[src/rtl/alu_pkg.sv]
// Shared types and ALU function codes for the arbitrated ALU slice.
package alu_pkg;

    typedef enum logic [1:0] {
        IDLE = 2'd0,
        EXEC = 2'd1,
        DONE = 2'd2
    } state_t;

    localparam logic [2:0] ALU_ADD = 3'd0;
    localparam logic [2:0] ALU_OR  = 3'd1;
    localparam logic [2:0] ALU_AND = 3'd2;
    localparam logic [2:0] ALU_CAT = 3'd3;

    // Winner index for a non-zero request vector; on contention the
    // requester that did not win last time goes first.
    function automatic logic rr_pick(input logic [1:0] req, input logic last);
        if (req == 2'b11) begin
            return ~last;
        end
        return req[1];
    endfunction

endpackage

[src/rtl/alu_core.sv]
// Purely combinational ALU: add, OR-reduce, AND-reduce, concatenate.
module alu_core
    import alu_pkg::*;
#(
    parameter int N = 4
) (
    input  logic [N-1:0]   a,
    input  logic [N-1:0]   b,
    input  logic [2:0]     f,
    output logic [2*N-1:0] y
);

    always_comb begin
        y = '0;
        case (f)
            ALU_ADD: y = {{N{1'b0}}, a} + {{N{1'b0}}, b};
            ALU_OR:  y[0] = |{a, b};
            ALU_AND: y[0] = &{a, b};
            ALU_CAT: y = {a, b};
            default: y = '0;
        endcase
    end

endmodule

[src/rtl/alu_arbiter.sv]
// Round-robin arbiter sharing one alu_core between two requesters; the
// result is held until the consumer acknowledges it.
module alu_arbiter
    import alu_pkg::*;
#(
    parameter int N = 4
) (
    input  logic           Clock,
    input  logic           Reset,
    input  logic [1:0]     Req,
    input  logic [N-1:0]   A0,
    input  logic [N-1:0]   B0,
    input  logic [2:0]     F0,
    input  logic [N-1:0]   A1,
    input  logic [N-1:0]   B1,
    input  logic [2:0]     F1,
    output logic [1:0]     Grant,
    output logic           Busy,
    output logic           ResValid,
    output logic           ResId,
    output logic [2*N-1:0] Result,
    input  logic           ResAck
);

    state_t         state_q, state_d;
    logic           last_q, last_d;
    logic           owner_q, owner_d;
    logic [N-1:0]   a_q, a_d;
    logic [N-1:0]   b_q, b_d;
    logic [2:0]     f_q, f_d;
    logic           busy_q, busy_d;
    logic           res_valid_q, res_valid_d;
    logic           res_id_q, res_id_d;
    logic [2*N-1:0] result_q, result_d;
    logic [2*N-1:0] alu_y;
    logic [1:0]     grant_c;
    logic           win;

    alu_core #(.N(N)) u_alu (
        .a (a_q),
        .b (b_q),
        .f (f_q),
        .y (alu_y)
    );

    always_comb begin
        state_d     = state_q;
        last_d      = last_q;
        owner_d     = owner_q;
        a_d         = a_q;
        b_d         = b_q;
        f_d         = f_q;
        busy_d      = busy_q;
        res_valid_d = res_valid_q;
        res_id_d    = res_id_q;
        result_d    = result_q;
        grant_c     = '0;
        win         = rr_pick(Req, last_q);

        case (state_q)
            IDLE: begin
                if (Req != 2'b00) begin
                    grant_c = win ? 2'b10 : 2'b01;
                    a_d     = win ? A1 : A0;
                    b_d     = win ? B1 : B0;
                    f_d     = win ? F1 : F0;
                    owner_d = win;
                    last_d  = win;
                    busy_d  = 1'b1;
                    state_d = EXEC;
                end
            end
            EXEC: begin
                result_d    = alu_y;
                res_id_d    = owner_q;
                res_valid_d = 1'b1;
                state_d     = DONE;
            end
            DONE: begin
                // Returning to IDLE here means the next grant is one cycle later.
                if (ResAck) begin
                    res_valid_d = 1'b0;
                    busy_d      = 1'b0;
                    state_d     = IDLE;
                end
            end
            default: state_d = IDLE;
        endcase
    end

    always_ff @(posedge Clock) begin
        if (Reset) begin
            state_q     <= IDLE;
            last_q      <= 1'b1;
            owner_q     <= 1'b0;
            a_q         <= '0;
            b_q         <= '0;
            f_q         <= '0;
            busy_q      <= 1'b0;
            res_valid_q <= 1'b0;
            res_id_q    <= 1'b0;
            result_q    <= '0;
        end else begin
            state_q     <= state_d;
            last_q      <= last_d;
            owner_q     <= owner_d;
            a_q         <= a_d;
            b_q         <= b_d;
            f_q         <= f_d;
            busy_q      <= busy_d;
            res_valid_q <= res_valid_d;
            res_id_q    <= res_id_d;
            result_q    <= result_d;
        end
    end

    assign Grant    = grant_c;
    assign Busy     = busy_q;
    assign ResValid = res_valid_q;
    assign ResId    = res_id_q;
    assign Result   = result_q;

endmodule

[config.mk]
export PLATFORM = sky130hd
export DESIGN_NAME = alu_arbiter
export DESIGN_NICKNAME = d
export VERILOG_FILES = /design/src/rtl/alu_pkg.sv /design/src/rtl/alu_core.sv /design/src/rtl/alu_arbiter.sv
export SDC_FILE = /design/constraint.sdc
export NUM_CORES = 1
export LEC_CHECK = 0
export CORE_MARGIN = 5
export CORE_UTILIZATION = 41
export CTS_CLUSTER_SIZE = 14
export DETAILED_ROUTE_END_ITERATION = 8
export HOLD_SLACK_MARGIN = 0.12
export PLACE_DENSITY = 0.79
export SYNTH_ARGS = -nofsm -noshare
export SYNTH_HDL_FRONTEND = slang
export SYNTH_SLANG_ARGS = --single-unit
[constraint.sdc]
create_clock -name Clock -period 1.45 [get_ports Clock]
set_clock_uncertainty 0.05 [all_clocks]
set_input_delay 0.145 -clock Clock [delete_from_list [all_inputs] [get_ports Clock]]
set_output_delay 0.145 -clock Clock [all_outputs]
set_load 0.02 [all_outputs]
* Yosys cells after proc, flatten, opt, wreduce, memory -nomap -nowiden *
Cells that the tools add are included.

operators by class
  $lt $le $gt $ge = 0
  multiply operators = 0
  reduce and logical (&&, ||, !) cells = 11
  multiplexer cells = 18
  bitwise logic cells = 1
  add/subtract/negate cells = 1
  div/mod/pow operators = 0
  equal/unequal tests = 8
  shifts and indexed selects = 0

operators by type and width
  operator              number
  $pmux W7 S2           1
  $mux W2               5
  $mux W4               2
  $reduce_and A8 Y1     1
  $reduce_or A8 Y1      1
  $eq A3 B2 Y1 const B  2
  $pmux W2 S3           1
  $reduce_and A2 Y1     3
  $reduce_bool A2 Y1    3
  $add A4 B4 Y5         1
  $mux W1               5
  $eq A2 B2 Y1 const B  2
  $ne A2 B2 Y1 const B  2
  $pmux W1 S2           2
  $pmux W1 S4           1
  $eq A3 B1 Y1 const B  1
  $logic_not A3 Y1      1
  $mux W3               1
  $reduce_and A3 Y1     1
  $eq A2 B1 Y1 const B  1
  $logic_not A2 Y1      1
  $not A1 Y1            1

storage, ports and cells
  memory bits (writable) = 0
  output and inout bits = 13
  memories = 0
  input bits = 27
  flip-flop bits (word level) = 26
  ROM bits = 0
  bits in latches = 0

* Longest topological paths before layout *
Gate-level depths: netlist (run 1).

  word-level depth = 6
  gate-level depth with buffers = 7
  depth with buffers taken out = 7

* Hierarchy *
Synthesis (run 1) repeated with hierarchy kept, for this count alone.

second synthesis, totals
  cells, all modules = 170
  area, all modules = 1397.6 µm²

modules (own cells, without submodules)
  module       sequential area each (µm²)  instances  cells an instance  area each (µm²)
  alu_arbiter  520.5                       1          131                1107.3
  alu_core     0.0                         1          39                 290.3

* Worst setup path after synthesis (run 1) *
No wires, ideal clock.

  kind = register to register
  from = register a_q[0]
  to = register result_q[4] (netlist: Result[4])
  path buffers = 0
  clock period less this slack = 1596 ps
  cell stages (with the launch flop) = 8
  setup slack = -146 ps
  arrival time = 1455 ps
  data required time = 1309 ps
  cells stage by stage = dfxtp_1 > ha_1 > inv_1 > fa_1 > nor2b_1 > o21a_1 > o21ai_0 > a311oi_1

on the way
  cells in the longest elaborated chain, start to end = 2

ends and longest elaborated chain
  item                      line                text
  start: declaration        alu_arbiter.sv:28   logic [N-1:0] a_q, a_d;
  start signal: assignment  alu_arbiter.sv:96   a_q <= '0;
  start signal: assignment  alu_arbiter.sv:107  a_q <= a_d;
  $add A4 B4 Y5             alu_core.sv:16      ALU_ADD: y = {{N{1'b0}}, a} + {{N{1'b0}}, b};
  $pmux W7 S2 (*)           alu_core.sv:15      case (f)
  end signal: assignment    alu_arbiter.sv:113  result_q <= result_d;
  end: declaration          alu_arbiter.sv:34   logic [2*N-1:0] result_q, result_d;

Every way passes the cells marked *; elsewhere a longest branch is shown, timed or not.
A chain may end at the register's enable or synchronous reset.

* Worst setup path in the final report (run 1) *
  from = register a_q[0]
  to = register result_q[2] (netlist: Result[2])

on the way
  cells in the longest elaborated chain, start to end = 2

ends and longest elaborated chain
  item           line
  $add A4 B4 Y5  alu_core.sv:16
  $pmux W7 S2    alu_core.sv:15

No other way between the ends.

==> results.sh, run 1 <==
export IMPL_grt_max_degree=19
export IMPL_tritoncts="built"
export IMPL_place_gp_congestion=0.850
export IMPL_hold_class="in -> reg"
export IMPL_vdd_ir_drop_max_uv=465
export IMPL_synth_net_count=177
export IMPL_number_of_buffers_between_clock_root_and_the_deepest_sink=2
export IMPL_rows=20
export IMPL_critPathMaxFanout=2
export IMPL_final_setup_viol_count=4
export IMPL_cp_arrival_ns=1.80
export IMPL_drt_iter0_markers=63
export IMPL_rsz0062_at_grt="yes"
export IMPL_synthDistinctLibCells=37
export IMPL_antenna_violations_before_repair=0
export IMPL_final_layout_size_suffix_gt1_frac=0.212
export IMPL_timing_hold_ws_ns=0.387
export IMPL_cts_htree_levels=1
export IMPL_crit_path_end_kind="flop"
export IMPL_avgViaCountPerCell=5.57
export IMPL_numPortBuffers=39
export IMPL_timing_worst_slew_pin_value_ns=0.336
export IMPL_ant_nets=0
export IMPL_cp_buffers_inverters=1
export IMPL_grt_use_total=0.165
export IMPL_cap_viol_max_count=0
export IMPL_cts_buffers_inserted=3
export IMPL_max_slew_margin=0.776
export IMPL_antennaDiodeCount=0
export IMPL_final_period_minus_worst_setup_slack_ns=1.58
export IMPL_clkTransAtPathRegs_ns=0.14
export IMPL_yosys_warnings=0
export IMPL_critPathKind="reg -> reg"
export IMPL_die_area_um2=4300
export IMPL_detailedRoute_firstPassIterationCount=4
export IMPL_synth_edf_count=0
export IMPL_initial_core_util=0.421
export IMPL_cp_cell_sequence="ha_4 -> inv_2 -> fa_2 -> xor2_1 -> o31ai_1 -> a22oi_1 -> nor2_1"
export IMPL_die_x_um=65.5
export IMPL_total_leakage_power_uw=0.000753
export IMPL_num_io_pins=40
export IMPL_grt_pass1_vias=1290
export IMPL_drc=0
export IMPL_place_area_um2=1800
export IMPL_wl_per_cell_um=13.9
export IMPL_wire_length_of_the_first_global_routing_pass_mm=5.64
export IMPL_post_route_cell_area_um2=1860
export IMPL_post_synth_instance_area_um2=1260
export IMPL_synth_async_reset_ratio=0
export IMPL_most_used_flip_flop_cell_after_synthesis="sky130_fd_sc_hd__dfxtp_1"
export IMPL_final_nets=231
export IMPL_run_status="finished with violations"
export IMPL_area_delta_synth_final_pct=46.7
export IMPL_slowest_delay_ns=0.39
export IMPL_netlist_instances=145
export IMPL_failing_checks="negative setup slack"
export IMPL_setup_ws_ns=-0.128
export IMPL_clkSinkCount=26
export IMPL_critical_path_startpoint_type="flop"
export IMPL_timing_critical_path_slowest_stage_cell="sky130_fd_sc_hd__dfxtp_4"
export IMPL_p_per_area_nw_per_um2=935
export IMPL_cts_root_buf="sky130_fd_sc_hd__clkbuf_4"
export IMPL_layout_core_utilization=0.618
export IMPL_vias=1286
export IMPL_cp_top_family="adder cells"
export IMPL_final_min_period_over_clock_period=1.09
export IMPL_number_of_register_bits_inferred_by_synthesis=26
export IMPL_worst_ep_required_ns=1.67
export IMPL_synth_area_per_cell_um2=8.72
export IMPL_dp_hpwl_mm=2.55
export IMPL_core_area_um2=3000
export IMPL_insertion_delay_ns=0.33
export IMPL_routed_wl_mm=3.20
export IMPL_achievable_frequency_mhz=634
export IMPL_finalHoldViolCount=0
export IMPL_global_route_overflow_total=0
export IMPL_final_max_slew_viol_count=0
export IMPL_fp_dieH_um=65.5
export IMPL_synth_sequential_area_ratio=0.411
where the power goes:
part | switching, uW | total, uW | internal (uW)
Sequential | 63.6 | 844 | 780
Combinational | 243 | 519 | 275
Clock | 218 | 372 | 154
worst paths after layout:
check	start	end	slack (ns)	depth (start not counted)
setup / recovery	a_q[0]	Result[2]	-0.13	7
hold / removal	F0[0]	f_q[0]	0.39	3
setup reg to reg	a_q[0]	Result[2]	-0.13	7
hold reg to reg	Result[7]	Result[7]	0.41	2
state kept, by name (all words and copies together) (netlist names):
register  cells
ResId         1
ResValid      1
last_q        1
b_q           4
state_q       2
Busy          1
owner_q       1
Result        8
f_q           3
a_q           4
worst reg2reg max path, cell delays in order, from the launching register on:
cell	delay, ns
sky130_fd_sc_hd__dfxtp_4	0.39
sky130_fd_sc_hd__ha_4	0.13
sky130_fd_sc_hd__inv_2	0.03
sky130_fd_sc_hd__fa_2	0.34
sky130_fd_sc_hd__xor2_1	0.15
sky130_fd_sc_hd__o31ai_1	0.25
sky130_fd_sc_hd__a22oi_1	0.09
sky130_fd_sc_hd__nor2_1	0.08
cells by family after synthesis:
kind of cell,Yosys count,synth area share
flip-flops,26,0.411
buffers and inverters,13,0.0574
XOR/XNOR,1,0.00693
AND/OR/NAND/NOR,59,0.226
adder cells (fa/ha/maj),5,0.0554
AO/OA/AOI/OAI,37,0.212
multiplexers,4,0.0317
cell usage after synthesis, types with 4 or more instances:
cell	count	area, um^2
sky130_fd_sc_hd__dfxtp_1	26	521
sky130_fd_sc_hd__nor2_1	21	78.8
sky130_fd_sc_hd__a21oi_1	11	55.1
sky130_fd_sc_hd__nand2_1	11	41.3
sky130_fd_sc_hd__nand3_1	8	40.0
sky130_fd_sc_hd__a222oi_1	7	70.1
sky130_fd_sc_hd__a211oi_1	5	37.5
sky130_fd_sc_hd__buf_2	4	20.0
sky130_fd_sc_hd__ha_1	4	50.1
sky130_fd_sc_hd__mux2i_1	4	40.0
layer usage:
layer | share of wire | GRT usage | up-vias
met3 | 0.051 | 0.0256 | 7
li1 | - | - | 638
met2 | 0.50 | 0.298 | 45
met4 | 0.019 | 0.0622 | 0
met5 | 0 | 0 | -
met1 | 0.43 | 0.193 | 596
cell usage in the layout, fill, tap and decap left out, types with 3 or more instances in the layout:
cell | synthesis | routed
sky130_fd_sc_hd__a211oi_1 | 5 | 5
sky130_fd_sc_hd__a21oi_1 | 11 | 10
sky130_fd_sc_hd__a222oi_1 | 7 | 7
sky130_fd_sc_hd__buf_4 | 3 | 20
sky130_fd_sc_hd__clkbuf_4 | 0 | 3
sky130_fd_sc_hd__clkdlybuf4s50_1 | 0 | 26
sky130_fd_sc_hd__dfxtp_1 | 26 | 18
sky130_fd_sc_hd__dfxtp_2 | 0 | 7
sky130_fd_sc_hd__dlygate4sd2_1 | 0 | 11
sky130_fd_sc_hd__mux2i_1 | 4 | 4
sky130_fd_sc_hd__nand2_1 | 11 | 11
sky130_fd_sc_hd__nand3_1 | 8 | 8
sky130_fd_sc_hd__nor2_1 | 21 | 20
sky130_fd_sc_hd__nor2b_1 | 3 | 3
metrics by stage:
stage / cells / setup TNS [ns] / power (uW) / setup WS (ns)
after floorplan: 145 / -0.0819 / 1130 / -0.0532
after global placement: 226 / -1.92 / 1350 / -0.323
after detailed placement: 226 / -2.20 / 1370 / -0.352
after CTS: 231 / -0.264 / 1740 / -0.131
after global routing: 231 / -0.757 / 1830 / -0.242
final: 231 / -0.320 / 1730 / -0.128
area by class of cell:
type                    instances  area, um^2
clock buffers                   4        36.3
fillers                       273        1150
inverters                       3        11.3
multi-input cells             106         711
flip-flops and latches         26         533
well taps                      33        41.3
repair buffers                 59         523
what timing repair did:
| item | 4_1_cts | 5_1_grt |
|---|---|---|
| setup buffers | 1 | 0 |
| endpoints found under the setup margin | 18 | 13 |
| gates cloned | 0 | 0 |
| pin swaps | 2 | 8 |
| gates resized for setup | 29 | 4 |
| hold buffers | 0 | 0 |
No activity file was read; power rests on OpenSTA's default activity.
==> run 2: changes to the inputs <==
CAP_MARGIN = 20   (was unset)
CORE_MARGIN = 2   (was 5)
==> results.sh, run 2 (synthesis gave the netlist of run 1 again) <==
export IMPL_numPortBuffers=39
export IMPL_wl_per_cell_um=14.6
export IMPL_initial_core_util=0.421
export IMPL_global_route_overflow_total=0
export IMPL_vdd_ir_drop_max_uv=368
export IMPL_timing_worst_slew_pin_value_ns=0.352
export IMPL_die_x_um=59.5
export IMPL_cp_arrival_ns=1.77
export IMPL_failing_checks="negative setup slack"
export IMPL_p_int_uw=1170
export IMPL_ant_nets=0
export IMPL_p_per_area_nw_per_um2=923
export IMPL_die_area_um2=3550
export IMPL_clkPwrFrac=0.194
export IMPL_drt_iter0_markers=53
export IMPL_timing_hold_ws_ns=0.395
export IMPL_cp_cell_sequence="ha_4 -> inv_2 -> fa_2 -> nor2b_1 -> o21a_1 -> o21ai_1 -> a311oi_1"
export IMPL_cts_htree_levels=1
export IMPL_final_max_slew_viol_count=0
export IMPL_antenna_violations_before_repair=0
export IMPL_pwr_share_seq=0.492
export IMPL_routed_wl_mm=3.39
export IMPL_final_period_minus_worst_setup_slack_ns=1.58
export IMPL_timing_critical_path_slowest_stage_cell="sky130_fd_sc_hd__dfxtp_4"
export IMPL_cts_buffers_inserted=3
export IMPL_grt_max_degree=18
export IMPL_final_setup_viol_count=4
export IMPL_rsz0062_at_grt="yes"
export IMPL_max_slew_margin=0.764
export IMPL_wire_length_of_the_first_global_routing_pass_mm=5.49
export IMPL_crit_path_end_kind="flop"
export IMPL_fin_setup_tns_ns=-0.298
export IMPL_pwr_share_comb=0.315
export IMPL_instances_no_fill=232
export IMPL_detailedRoute_firstPassIterationCount=5
export IMPL_postCtsHoldBufs=0
export IMPL_num_io_pins=40
export IMPL_antennaDiodeCount=0
export IMPL_total_leakage_power_uw=0.000752
export IMPL_switching_share_of_power=0.318
export IMPL_area_delta_synth_final_pct=46.7
export IMPL_run_status="finished with violations"
export IMPL_avgViaCountPerCell=5.72
export IMPL_number_of_buffers_between_clock_root_and_the_deepest_sink=2
export IMPL_fp_dieH_um=59.5
export IMPL_critPathKind="reg -> reg"
export IMPL_cts_root_buf="sky130_fd_sc_hd__clkbuf_4"
export IMPL_layout_cells_most_common_list="26 x sky130_fd_sc_hd__clkdlybuf4s50_1, 22 x sky130_fd_sc_hd__buf_4, 20 x sky130_fd_sc_hd__dfxtp_1, 20 x sky130_fd_sc_hd__nor2_1"
export IMPL_dp_hpwl_mm=2.54
export IMPL_tritoncts="built"
export IMPL_hold_class="in -> reg"
export IMPL_vias=1328
export IMPL_final_layout_size_suffix_gt1_frac=0.211
export IMPL_critical_path_startpoint_type="flop"
export IMPL_cap_viol_max_count=0
export IMPL_layout_commonest_cell="sky130_fd_sc_hd__clkdlybuf4s50_1"
export IMPL_core_area_um2=3000
export IMPL_final_nets=232
export IMPL_finalHoldViolCount=0
export IMPL_power_switching_uw=545
export IMPL_worst_ep_required_ns=1.64
export IMPL_insertion_delay_ns=0.33
export IMPL_largest_reg_flops=8
export IMPL_drc=0
export IMPL_dpl_cell_count=228
export IMPL_grt_use_total=0.201
export IMPL_place_gp_congestion=0.801
export IMPL_rows=20
export IMPL_clkTransAtPathRegs_ns=0.14
export IMPL_clkSinkCount=26
export IMPL_slowest_delay_ns=0.39
export IMPL_grt_pass1_vias=1251
export IMPL_final_min_period_over_clock_period=1.09
export IMPL_critPathMaxFanout=2
export IMPL_achievable_frequency_mhz=634
export IMPL_setup_ws_ns=-0.128
[run 2: cell count changes in the layout (fill, tap and decap cells not counted), sizes merged]
cell  change
buf       +1
[run 2: timing repair]
| item | in CTS | in global routing |
|---|---|---|
| gates cloned | 0 | 0 |
| pin swaps | 5 | 4 |
| resized for setup | 27 | 5 |
| hold endpoints to repair | 0 | 0 |
| buffers inserted | 0 | 0 |
| endpoints found under the setup margin | 18 | 9 |
[run 2: path summary, 6_finish.rpt]
path         slack [ns]  depth (start not counted)         to  startpoint
max reg2reg       -0.13                          7  Result[4]      a_q[0]
max               -0.13                          7  Result[4]      a_q[0]
min reg2reg        0.42                          2  Result[7]   Result[7]
min                0.40                          3     a_q[0]       A1[0]
[run 2: worst max-delay path: cells and delay by family (launching register included)]
kind	cells	cell delay, ns
AO/OA/AOI/OAI	3	0.43
adder cells (fa/ha/maj)	2	0.48
buffers and inverters	1	0.03
flip-flops	1	0.39
AND/OR/NAND/NOR	1	0.12
[run 2: cell type report]
type | count | area [um^2]
multi-input combinational | 106 | 719
tap | 33 | 41.3
timing repair buffer | 60 | 527
sequential | 26 | 531
clock buffer | 4 | 26.3
inverter | 3 | 11.3
fill | 265 | 1150
[run 2: power groups by stage]
stage	logic (uW)	registers, uW	clock network (uW)
6_report	539	842	332
5_1_grt	592	852	361
4_1_cts	520	841	330
3_5_place_dp	525	851	0
3_3_place_gp	512	847	0
2_1_floorplan	268	864	0
[run 2: stage by stage]
| step | setup WS, ns | cell area [um^2] | power [uW] | util |
|---|---|---|---|---|
| 2_1_floorplan | -0.0532 | 1280 | 1130 | - |
| 3_3_place_gp | -0.329 | 1810 | 1360 | 0.604 |
| 3_5_place_dp | -0.352 | 1810 | 1380 | 0.604 |
| 4_1_cts | -0.128 | 1840 | 1690 | 0.613 |
| 5_1_grt | -0.182 | 1860 | 1810 | 0.618 |
| 6_report | -0.128 | 1860 | 1710 | 0.618 |
[run 2: routing by layer]
metal / global-route usage / vias up / routed length, um
met5: 0 / - / 0
met2: 0.369 / 55 / 1720
met1: 0.246 / 623 / 1430
li1: - / 641 / -
met4: 0.0476 / 0 / 48
met3: 0.0262 / 9 / 192
